===== config.mk =====
export PLATFORM = sky130hd
export DESIGN_NAME = divide_10by5_seq
export DESIGN_NICKNAME = d
export VERILOG_FILES = /design/src/rtl/divide_10by5_seq.sv
export SDC_FILE = /design/constraint.sdc
export NUM_CORES = 1
export LEC_CHECK = 0
export BUFFER_PORTS_ARGS = -buffer_cell sky130_fd_sc_hd__buf_2
export CORE_AREA = 2 2 65 67
export CTS_BUF_LIST = sky130_fd_sc_hd__clkbuf_16
export CTS_CLUSTER_SIZE = 28
export DETAILED_ROUTE_END_ITERATION = 10
export DIE_AREA = 0 0 67 69
export GPL_TIMING_DRIVEN = 0
export PLACE_DENSITY_LB_ADDON = 0.08
export SETUP_SLACK_MARGIN = 0.02
export SLEW_MARGIN = 5
export SYNTH_ARGS = -nofsm -noshare
export SYNTH_HDL_FRONTEND = slang
export SYNTH_SLANG_ARGS = --single-unit

===== constraint.sdc =====
create_clock -name clk -period 3.9 [get_ports clk]
set_clock_uncertainty 0.15 [all_clocks]
set_input_delay 0.195 -clock clk [delete_from_list [all_inputs] [get_ports clk]]
set_output_delay 0.195 -clock clk [all_outputs]
set_load 0.01 [all_outputs]

===== src/rtl/divide_10by5_seq.sv =====
// Sequential 10-bit by 5-bit unsigned restoring divider, one quotient bit per cycle.
// Divide by zero skips the iterations and reports an all-ones quotient.
module divide_10by5_seq (
  input  logic       clk,
  input  logic       rst,
  input  logic       start,
  input  logic [9:0] dividend,
  input  logic [4:0] divisor,
  output logic [9:0] quotient,
  output logic [4:0] remainder,
  output logic       busy,
  output logic       done,
  output logic       div_by_zero
);

  localparam int unsigned DW = 10;
  localparam int unsigned VW = 5;
  localparam int unsigned PW = 6;
  localparam int unsigned CW = 4;

  typedef enum logic [1:0] {
    IDLE,
    CALC,
    DONE
  } state_t;

  state_t        state, state_next;
  logic [DW-1:0] dvd, dvd_next;
  logic [VW-1:0] dvs, dvs_next;
  logic [PW-1:0] part, part_next;
  logic [CW-1:0] cnt, cnt_next;
  logic [DW-1:0] quotient_next;
  logic [VW-1:0] remainder_next;
  logic          dbz_next;
  logic          busy_next;
  logic          done_next;
  logic [PW-1:0] trial;
  logic          qbit;

  // The dividend register shifts out numerator bits MSB first and shifts in quotient bits.
  always_comb begin
    state_next     = state;
    dvd_next       = dvd;
    dvs_next       = dvs;
    part_next      = part;
    cnt_next       = cnt;
    quotient_next  = quotient;
    remainder_next = remainder;
    dbz_next       = div_by_zero;
    trial          = {part[VW-1:0], dvd[DW-1]};
    qbit           = (trial >= {1'b0, dvs});

    case (state)
      IDLE, DONE: begin
        if (start) begin
          dvd_next  = dividend;
          dvs_next  = divisor;
          part_next = '0;
          cnt_next  = '0;
          dbz_next  = 1'b0;
          if (divisor == '0) begin
            state_next     = DONE;
            quotient_next  = '1;
            remainder_next = '0;
            dbz_next       = 1'b1;
          end else begin
            state_next = CALC;
          end
        end else begin
          state_next = IDLE;
        end
      end
      CALC: begin
        part_next = qbit ? (trial - PW'(dvs)) : trial;
        dvd_next  = {dvd[DW-2:0], qbit};
        cnt_next  = cnt + CW'(1);
        if (cnt == CW'(DW - 1)) begin
          state_next     = DONE;
          quotient_next  = dvd_next;
          remainder_next = part_next[VW-1:0];
        end
      end
      default: state_next = IDLE;
    endcase

    busy_next = (state_next == CALC);
    done_next = (state_next == DONE);
  end

  // State and registered outputs.
  always_ff @(posedge clk or posedge rst) begin
    if (rst) begin
      state       <= IDLE;
      dvd         <= '0;
      dvs         <= '0;
      part        <= '0;
      cnt         <= '0;
      quotient    <= '0;
      remainder   <= '0;
      div_by_zero <= 1'b0;
      busy        <= 1'b0;
      done        <= 1'b0;
    end else begin
      state       <= state_next;
      dvd         <= dvd_next;
      dvs         <= dvs_next;
      part        <= part_next;
      cnt         <= cnt_next;
      quotient    <= quotient_next;
      remainder   <= remainder_next;
      div_by_zero <= dbz_next;
      busy        <= busy_next;
      done        <= done_next;
    end
  end

endmodule


==> results of run 1 <==
==> kinds of logic after synthesis <==
group / synth area share [%]
AOI/OAI and AO/OA: 12.6
xor gates and xnor gates: 1.27
adders and majority gates: 5.22
buffers and inverters: 5.34
DFF: 53.4
muxes: 8.98
and+or+nand+nor: 13.2
==> final timing paths <==
check	slack (ns)	startpoint	end
setup / recovery	1.51	dvd[9]	remainder[1]
hold / removal	0.004	divisor[2]	dvs[2]
setup reg to reg	1.51	dvd[9]	remainder[1]
hold reg to reg	0.35	cnt[3]	cnt[3]
max in group asynchronous	2.74	rst	quotient[9]
min in group asynchronous	0.38	rst	dvd[5]
==> worst reg2reg max path, stage by stage, from the launching register on <==
cell and delay (ns):
dfrtp_1 0.37, inv_1 0.06, ha_1 0.22, fa_1 0.42, a21boi_0 0.17, o221ai_1 0.24, nor2_1 0.18, o2bb2ai_1 0.19
mux2_4 0.27
==> flip-flops by register name, summed over array words and instances (netlist names) <==
signal	count
dvd	10
quotient	10
dvs	5
part	5
remainder	5
cnt	4
state	2
busy	1
div_by_zero	1
done	1
==> power by group <==
| part | total, mW | internal, mW | switching (mW) |
|---|---|---|---|
| sequential | 0.790 | 0.665 | 0.125 |
| combinational | 1.01 | 0.430 | 0.575 |
| clock | 0.390 | 0.230 | 0.159 |
==> synth_stat cells, types with 2 or more instances <==
library cell  number
nand2_1           35
dfrtp_1           44
a31oi_1            9
nand2b_1           3
a21oi_1            3
o2bb2ai_1          5
mux2_4             5
ha_1               7
o21ai_0           11
clkbuf_1           5
inv_1             19
mux2i_1           11
nor2_1            14
a21o_1             5
xnor2_1            2
==> area by class of cell <==
type                       count  area [µm²]
sequential                    44        1100
clock inverter                 3        11.3
multi-input combinational    125         851
fill                         347        1420
buffer                         6        38.8
timing repair buffer          39         233
clock buffer                   5         125
tap                           50        62.6
inverter                      19        71.3
==> layer usage <==
layer	up-vias	GRT usage [%]
met1	742	28.5
li1	744	-
met4	0	8.84
met5	-	0
met3	6	5.55
met2	42	35.8
==> timing repair <==
action,CTS,global route
hold buffers,3,0
setup buffers,0,0
hold endpoints to repair,24,0
==> flow_summary.ini, run 1 <==
[grt]
antenna_found_initial = 0
grt_max_degree = 24
track_usage_pct = 22.3
grt_pass1_vias = 1710
overflow = 0
grt_first_pass_wirelength_um = 7820

[sta]
fmax_mhz = 419
relSlewSlack_pct = 58.6
tns_ns = 0
postLayoutSetupSlackWorst_ns = 1.51
setup_viol_count_final = 0
hold_ws_ns = 0.00365
drv_slew = 0
hold_viol = 0
min_period_ns = 2.39
rsz0062_at_grt = false
fin_crit_sh_pct = 61.2
worstMarginPinSlew_ns = 0.621

[route]
vias = 1534
drc = 0
antenna_left = 0
met1Wirelength_um = 1980
wl_per_cell_um = 15.1
met3_length_um = 176
drt_first_pass_iters = 4
drt_iter0_drc = 64
viasPerCell = 5.27
met2WireLength_um = 2180
highest_layer = met4
routed_wl_um = 4410

[floorplan]
die_area_um2 = 4620
num_rows = 23
die_h_um = 69
die_w_um = 67
core_um2 = 3910
io_pins = 36
initial_utilization_pct = 52.7

[finish]
mostFrequentLayoutCells = dfrtp_1 (44), nand2_1 (35), buf_2 (35), inv_1 (20), nor2_1 (14)
drive_gt1_share_pct = 22.0
final_nets = 266
post-route-util_pct = 63.7
final_cells = 291
syn_to_final_growth_pct = 20.9
insertedDiodeCount = 0
fin_area_um2 = 2490
final_common_cell = dfrtp_1

[clocking]
post_cts_resized = 0
clockBufferDepth = 2
root_buffer = clkbuf_16
clk_pin_slew_ns = 0.06
ctsHtreeMaxLevel = 2
cts_tree = done
clk_latency_ns = 0.28
cts.sinks = 44
numCtsBuffers = 5

[critical_path]
slowest_delay_ns = 0.42
end_kind = register
path_buf_inv = 1
crit_slowest_cell = fa_1
setup.worst_path.class = reg -> reg
start_kind = register
worstPathMaxFanout = 6
required_ns = 3.91
worstPathArrival_ns = 2.40
crit_cells = 8
crit_family = adder cells
r2r_cells = 8
path_cells = inv_1 -> ha_1 -> fa_1 -> a21boi_0 -> o221ai_1 -> nor2_1 -> o2bb2ai_1 -> mux2_4

[synth]
synth_fp_nets = 220
synth_top_area_share_pct = 53.4
synthTopCellsByArea = dfrtp_1 (53%), nand2_1 (6.4%), mux2i_1 (5.3%)
ys.flop_type = dfrtp_1
synth_top_area_cell = dfrtp_1
syn_area_um2 = 2060
ys_warn_count = 0
synth_seq_cells = 44
synth.avg_cell_area_um2 = 10.6
ys_types = 31
postSynth.asyncResetShare_pct = 100
syn-instance-count = 194
synth_edf_count = 0
synth.yosys.seq_area_share_pct = 53.4

[pwr]
power.leakage_nw = 1.25
p_per_area_nw_per_um2 = 876
power_mw = 2.19
ir_drop_uv = 347

[placement]
numPortBuffers = 35
place_congestion = 0.841
place_inst = 280
dpl_worst_slack_ns = 1.57
hpwl_um = 3240
placed_cell_area_um2 = 2330

[run_status]
status = completed

[worst_hold_path]
hold_path_class = in -> reg
min_path_cells = 3

[flow_run]
maxCapViolCount = 0
No activity file was read; power rests on OpenSTA's default activity.
==> run 2: changes to the inputs <==
--- a/config.mk
+++ b/config.mk
@@ -6,11 +6,11 @@
 export NUM_CORES = 1
 export LEC_CHECK = 0
 export BUFFER_PORTS_ARGS = -buffer_cell sky130_fd_sc_hd__buf_2
-export CORE_AREA = 2 2 65 67
+export CORE_AREA = 2 2 68 70
 export CTS_BUF_LIST = sky130_fd_sc_hd__clkbuf_16
 export CTS_CLUSTER_SIZE = 28
 export DETAILED_ROUTE_END_ITERATION = 10
-export DIE_AREA = 0 0 67 69
+export DIE_AREA = 0 0 70 72
 export GPL_TIMING_DRIVEN = 0
 export PLACE_DENSITY_LB_ADDON = 0.08
 export SETUP_SLACK_MARGIN = 0.02
==> constraint.sdc (replaced) <==
create_clock -name clk -period 1.9 [get_ports clk]
set_clock_uncertainty 0.15 [all_clocks]
set_input_delay 0.095 -clock clk [delete_from_list [all_inputs] [get_ports clk]]
set_output_delay 0.095 -clock clk [all_outputs]
set_load 0.01 [all_outputs]
==> flow_summary.ini, run 2 (synthesized netlist as in run 1, its figures left out) <==
[sta]
hold_viol = 0
postLayoutSetupSlackWorst_ns = -0.268
setup_viol_count_final = 16
tns_ns = -2.14
drv_slew = 0
fmax_mhz = 461
min_period_ns = 2.17
worstMarginPinSlew_ns = 0.636
relSlewSlack_pct = 57.6
rsz0062_at_grt = true
fin_crit_sh_pct = 114
hold_ws_ns = 0.0753

[critical_path]
required_ns = 1.92
crit_slowest_cell = dfrtp_1
worstPathMaxFanout = 6
worstPathArrival_ns = 2.19
crit_family = compound AO/OA/AOI/OAI gates
end_kind = register
start_kind = register
setup.worst_path.class = reg -> reg
path_cells = ha_4 -> fa_2 -> a21boi_4 -> o221ai_4 -> nor2_4 -> o2bb2ai_4 -> mux2_4
slowest_delay_ns = 0.42
path_buf_inv = 0

[route]
drt_first_pass_iters = 4
viasPerCell = 5.23
wl_per_cell_um = 15.0
drc = 0
vias = 1617
drt_iter0_drc = 75
routed_wl_um = 4640
antenna_left = 0

[finish]
final_common_cell = dfrtp_1
syn_to_final_growth_pct = 37.6
drive_gt1_share_pct = 30.7
mostFrequentLayoutCells = dfrtp_1 (44), buf_2 (35), nand2_1 (33), inv_1 (17), dlygate4sd3_1 (16)
final_nets = 282
reg_top3 = dvd x10, quotient x10
insertedDiodeCount = 0

[pwr]
ir_drop_uv = 877
power.leakage_nw = 1.37
p_per_area_nw_per_um2 = 1900

[run_status]
violations = negative setup slack
status = finished with violations

[clocking]
clk_pin_slew_ns = 0.06
ctsHtreeMaxLevel = 2
cts.sinks = 44
numCtsBuffers = 5
clk_latency_ns = 0.28
clockBufferDepth = 2
cts_tree = done
root_buffer = clkbuf_16

[floorplan]
die_area_um2 = 5040
die_h_um = 72
initial_utilization_pct = 48.4
core_um2 = 4260
die_w_um = 70
io_pins = 36
num_rows = 24

[placement]
dpl_worst_slack_ns = -0.358
hpwl_um = 3050
numPortBuffers = 35
place_congestion = 0.753

[grt]
track_usage_pct = 20.1
overflow = 0
grt_pass1_vias = 1657
grt_first_pass_wirelength_um = 7890
grt_max_degree = 38
antenna_found_initial = 0

[worst_hold_path]
hold_path_class = in -> reg

[flow_run]
maxCapViolCount = 0
==> run 2: power by group <==
group	leakage, nW	internal [mW]	total, mW	switching (mW)
registers	0.510	1.36	1.66	0.293
logic	0.776	1.25	2.77	1.52
clock network	0.0814	0.617	0.965	0.348
==> run 2: repair_timing <==
item	4_1_cts	5_1_grt
setup endpoints to repair	20	20
hold buffers	16	0
endpoints found under the hold margin	60	0
resized for setup	12	11
pin swaps	9	7
setup buffers	2	2
==> run 2: worst paths after layout <==
| check | depth (start not counted) | startpoint | slack [ns] | endpoint |
|---|---|---|---|---|
| setup / recovery | 7 | dvs[0] | -0.27 | remainder[3] |
| hold / removal | 5 | divisor[1] | 0.08 | div_by_zero |
| setup reg to reg | 7 | dvs[0] | -0.27 | remainder[3] |
| hold reg to reg | 2 | div_by_zero | 0.32 | div_by_zero |
| max in group asynchronous | 4 | rst | 1.05 | dvs[3] |
| min in group asynchronous | 3 | rst | 0.10 | remainder[3] |
==> run 2: metrics by stage <==
| stage | utilization (%) | total power, mW | instance area (µm²) | cells |
|---|---|---|---|---|
| after floorplan | - | 3.17 | 2090 | 194 |
| after global placement | 54.5 | 3.66 | 2330 | 281 |
| after detailed placement | 55.0 | 3.75 | 2350 | 282 |
| after CTS | 64.8 | 5.14 | 2760 | 307 |
| after global routing | 66.5 | 5.81 | 2840 | 309 |
| final | 66.5 | 5.40 | 2840 | 309 |
==> run 2: cell type report <==
class                      instances  area (µm²)
buffer                             5        35.0
clock buffer                       5         125
clock inverter                     3        42.5
fill                             341        1430
inverter                          19        71.3
multi-input combinational        125        1010
sequential                        44        1100
tap                               52        65.1
timing repair buffer              56         385
==> run 2: per-layer routing <==
metal / vias to the layer above / routed length [µm] / part of all wire (%) / GRT usage [%]
li1: 774 / - / - / -
met1: 808 / 1990 / 43 / 25.0
met2: 31 / 2440 / 53 / 34.8
met3: 4 / 180 / 3.9 / 5.83
met4: 0 / 29 / 0.62 / 5.13
met5: - / 0 / 0 / 0
==> run 2: tightest hold or removal path, cell delays in order <==
cell     delay, ns
buf_2         0.08
or4_4         0.12
nor2_4        0.04
nand2_4       0.08
nand2_1       0.05
==> run 3: changes to the inputs <==
--- a/config.mk
+++ b/config.mk
@@ -6,13 +6,14 @@
 export NUM_CORES = 1
 export LEC_CHECK = 0
 export BUFFER_PORTS_ARGS = -buffer_cell sky130_fd_sc_hd__buf_2
-export CORE_AREA = 2 2 68 70
+export CORE_AREA = 2 2 75 77
 export CTS_BUF_LIST = sky130_fd_sc_hd__clkbuf_16
 export CTS_CLUSTER_SIZE = 28
 export DETAILED_ROUTE_END_ITERATION = 10
-export DIE_AREA = 0 0 70 72
+export DIE_AREA = 0 0 77 79
 export GPL_TIMING_DRIVEN = 0
 export PLACE_DENSITY_LB_ADDON = 0.08
+export REMOVE_ABC_BUFFERS = 1
 export SETUP_SLACK_MARGIN = 0.02
 export SLEW_MARGIN = 5
 export SYNTH_ARGS = -nofsm -noshare
==> flow_summary.ini, run 3 (synthesized netlist as in run 1, its figures left out) <==
[pwr]
internal_power_mw = 3.42
p_comb_share_pct = 46.5
power_mw = 5.39
switchingPower_mw = 1.97
power.leakage_nw = 1.37
pwr-share-seq_pct = 30.3
netSwitchingFraction_pct = 36.6
p_per_area_nw_per_um2 = 1890
clkPwrFrac_pct = 23.2
ir_drop_uv = 735

[finish]
syn_to_final_growth_pct = 38.6
final_common_cell = dfrtp_1
drive_gt1_share_pct = 30.7
reg_top3 = dvd x10, quotient x10
insertedDiodeCount = 0
final_nets = 279
fillers = 510
mostFrequentLayoutCells = dfrtp_1 (44), buf_2 (35), nand2_1 (34), inv_1 (17), dlygate4sd3_1 (16)

[floorplan]
core_um2 = 5340
die_w_um = 77
io_pins = 36
die_area_um2 = 6080
die_h_um = 79
initial_utilization_pct = 38.6
num_rows = 27

[clocking]
numCtsBuffers = 5
clk_pin_slew_ns = 0.06
ctsHtreeMaxLevel = 2
root_buffer = clkbuf_16
clockBufferDepth = 2
clk_latency_ns = 0.28
cts.sinks = 44
cts_tree = done

[grt]
grt_max_degree = 35
overflow = 0
gr-usage-met2_pct = 25.8
use_met3_pct = 3.64
busiest_layer = met2
grt_pass1_vias = 1583
track_usage_pct = 16.0
antenna_found_initial = 0
use_met1_pct = 21.2
grt_first_pass_wirelength_um = 7640

[run_status]
status = finished with violations
violations = negative setup slack

[sta]
drv_slew = 0
fmax_mhz = 484
hold_viol = 0
rsz0062_at_grt = true
hold_ws_ns = 0.0601
fin_crit_sh_pct = 109
postLayoutSetupSlackWorst_ns = -0.164
min_period_ns = 2.06
relSlewSlack_pct = 60.0
worstMarginPinSlew_ns = 0.601
setup_viol_count_final = 10

[placement]
hpwl_um = 2820
numPortBuffers = 35
place_congestion = 0.716

[route]
wl_per_cell_um = 13.3
drt_iter0_drc = 36
viasPerCell = 4.75
routed_wl_um = 4350
drc = 0
vias = 1547
antenna_left = 0
drt_first_pass_iters = 4

[critical_path]
start_kind = register
end_kind = register
required_ns = 1.92
worstPathArrival_ns = 2.08
worstPathMaxFanout = 2
setup.worst_path.class = reg -> reg

[worst_hold_path]
hold_path_class = in -> reg

[flow_run]
maxCapViolCount = 0
[run 3: cell types whose count changed in the layout (fill, tap and decap cells not counted), sizes merged]
cell and delta:
clkinv -2, bufinv +2, buf +1, clkbuf -4
[run 3: final timing paths]
kind,from,endpoint,slack [ns],cells after the start
worst max-delay path,dvs[0],remainder[4],-0.16,8
worst min-delay path,divisor[2],div_by_zero,0.06,5
worst max register to register,dvs[0],remainder[4],-0.16,8
worst min register to register,div_by_zero,div_by_zero,0.32,2
max in group asynchronous,rst,remainder[4],1.01,4
min in group asynchronous,rst,quotient[9],0.14,3
[run 3: through the flow]
stage | setup TNS (ns) | cell area, µm² | std cells | util (%) | setup slack (ns)
after floorplan | -3.98 | 2020 | 188 | - | -0.318
after global placement | -16.28 | 2290 | 295 | 42.9 | -0.823
after detailed placement | -13.35 | 2310 | 296 | 43.2 | -0.819
after CTS | -2.09 | 2790 | 325 | 52.3 | -0.248
after global routing | -1.82 | 2860 | 326 | 53.5 | -0.234
final | -1.07 | 2860 | 326 | 53.5 | -0.164
[run 3: timing repair]
item / in CTS / in global routing
endpoints found under the hold margin: 62 / 0
hold buffers: 16 / 0
endpoints found under the setup margin: 22 / 19
resized for setup: 13 / 12
pin swaps: 5 / 7
setup buffers: 5 / 1
[run 3: routing by layer]
metal / wire, µm / vias up / share of wire, %
li1: - / 774 / -
met1: 2070 / 738 / 48
met2: 2030 / 28 / 47
met3: 176 / 7 / 4.0
met4: 65 / 0 / 1.5
met5: 0 / - / 0
[run 3: power by group through the flow]
stage | registers, mW | clock network (mW) | logic, mW
final | 1.63 | 1.25 | 2.51
after detailed placement | 1.63 | 0 | 1.97
after global routing | 1.69 | 1.31 | 2.83
after CTS | 1.62 | 1.28 | 2.30
after global placement | 1.62 | 0 | 1.93
after floorplan | 1.65 | 0 | 1.40
[run 3: cell type report]
| type | instances | area, µm² | share of cell area, % |
|---|---|---|---|
| Clock inverter | 3 | 90.1 | 3.15 |
| Multi-Input combinational cell | 125 | 967 | 33.8 |
| Clock buffer | 5 | 125 | 4.38 |
| Sequential cell | 44 | 1100 | 38.5 |
| Inverter | 19 | 71.3 | 2.50 |
| Tap cell | 72 | 90.1 | 3.15 |
| Timing Repair Buffer | 58 | 413 | 14.4 |
[run 3: worst max-delay path, cell delays in order, from the launching register on]
cell and delay (ns):
dfrtp_1 0.41, ha_4 0.17, fa_2 0.33, buf_4 0.15, nand2b_4 0.13, a21oi_2 0.14, xnor2_1 0.14, o2bb2ai_2 0.08
mux2_4 0.25
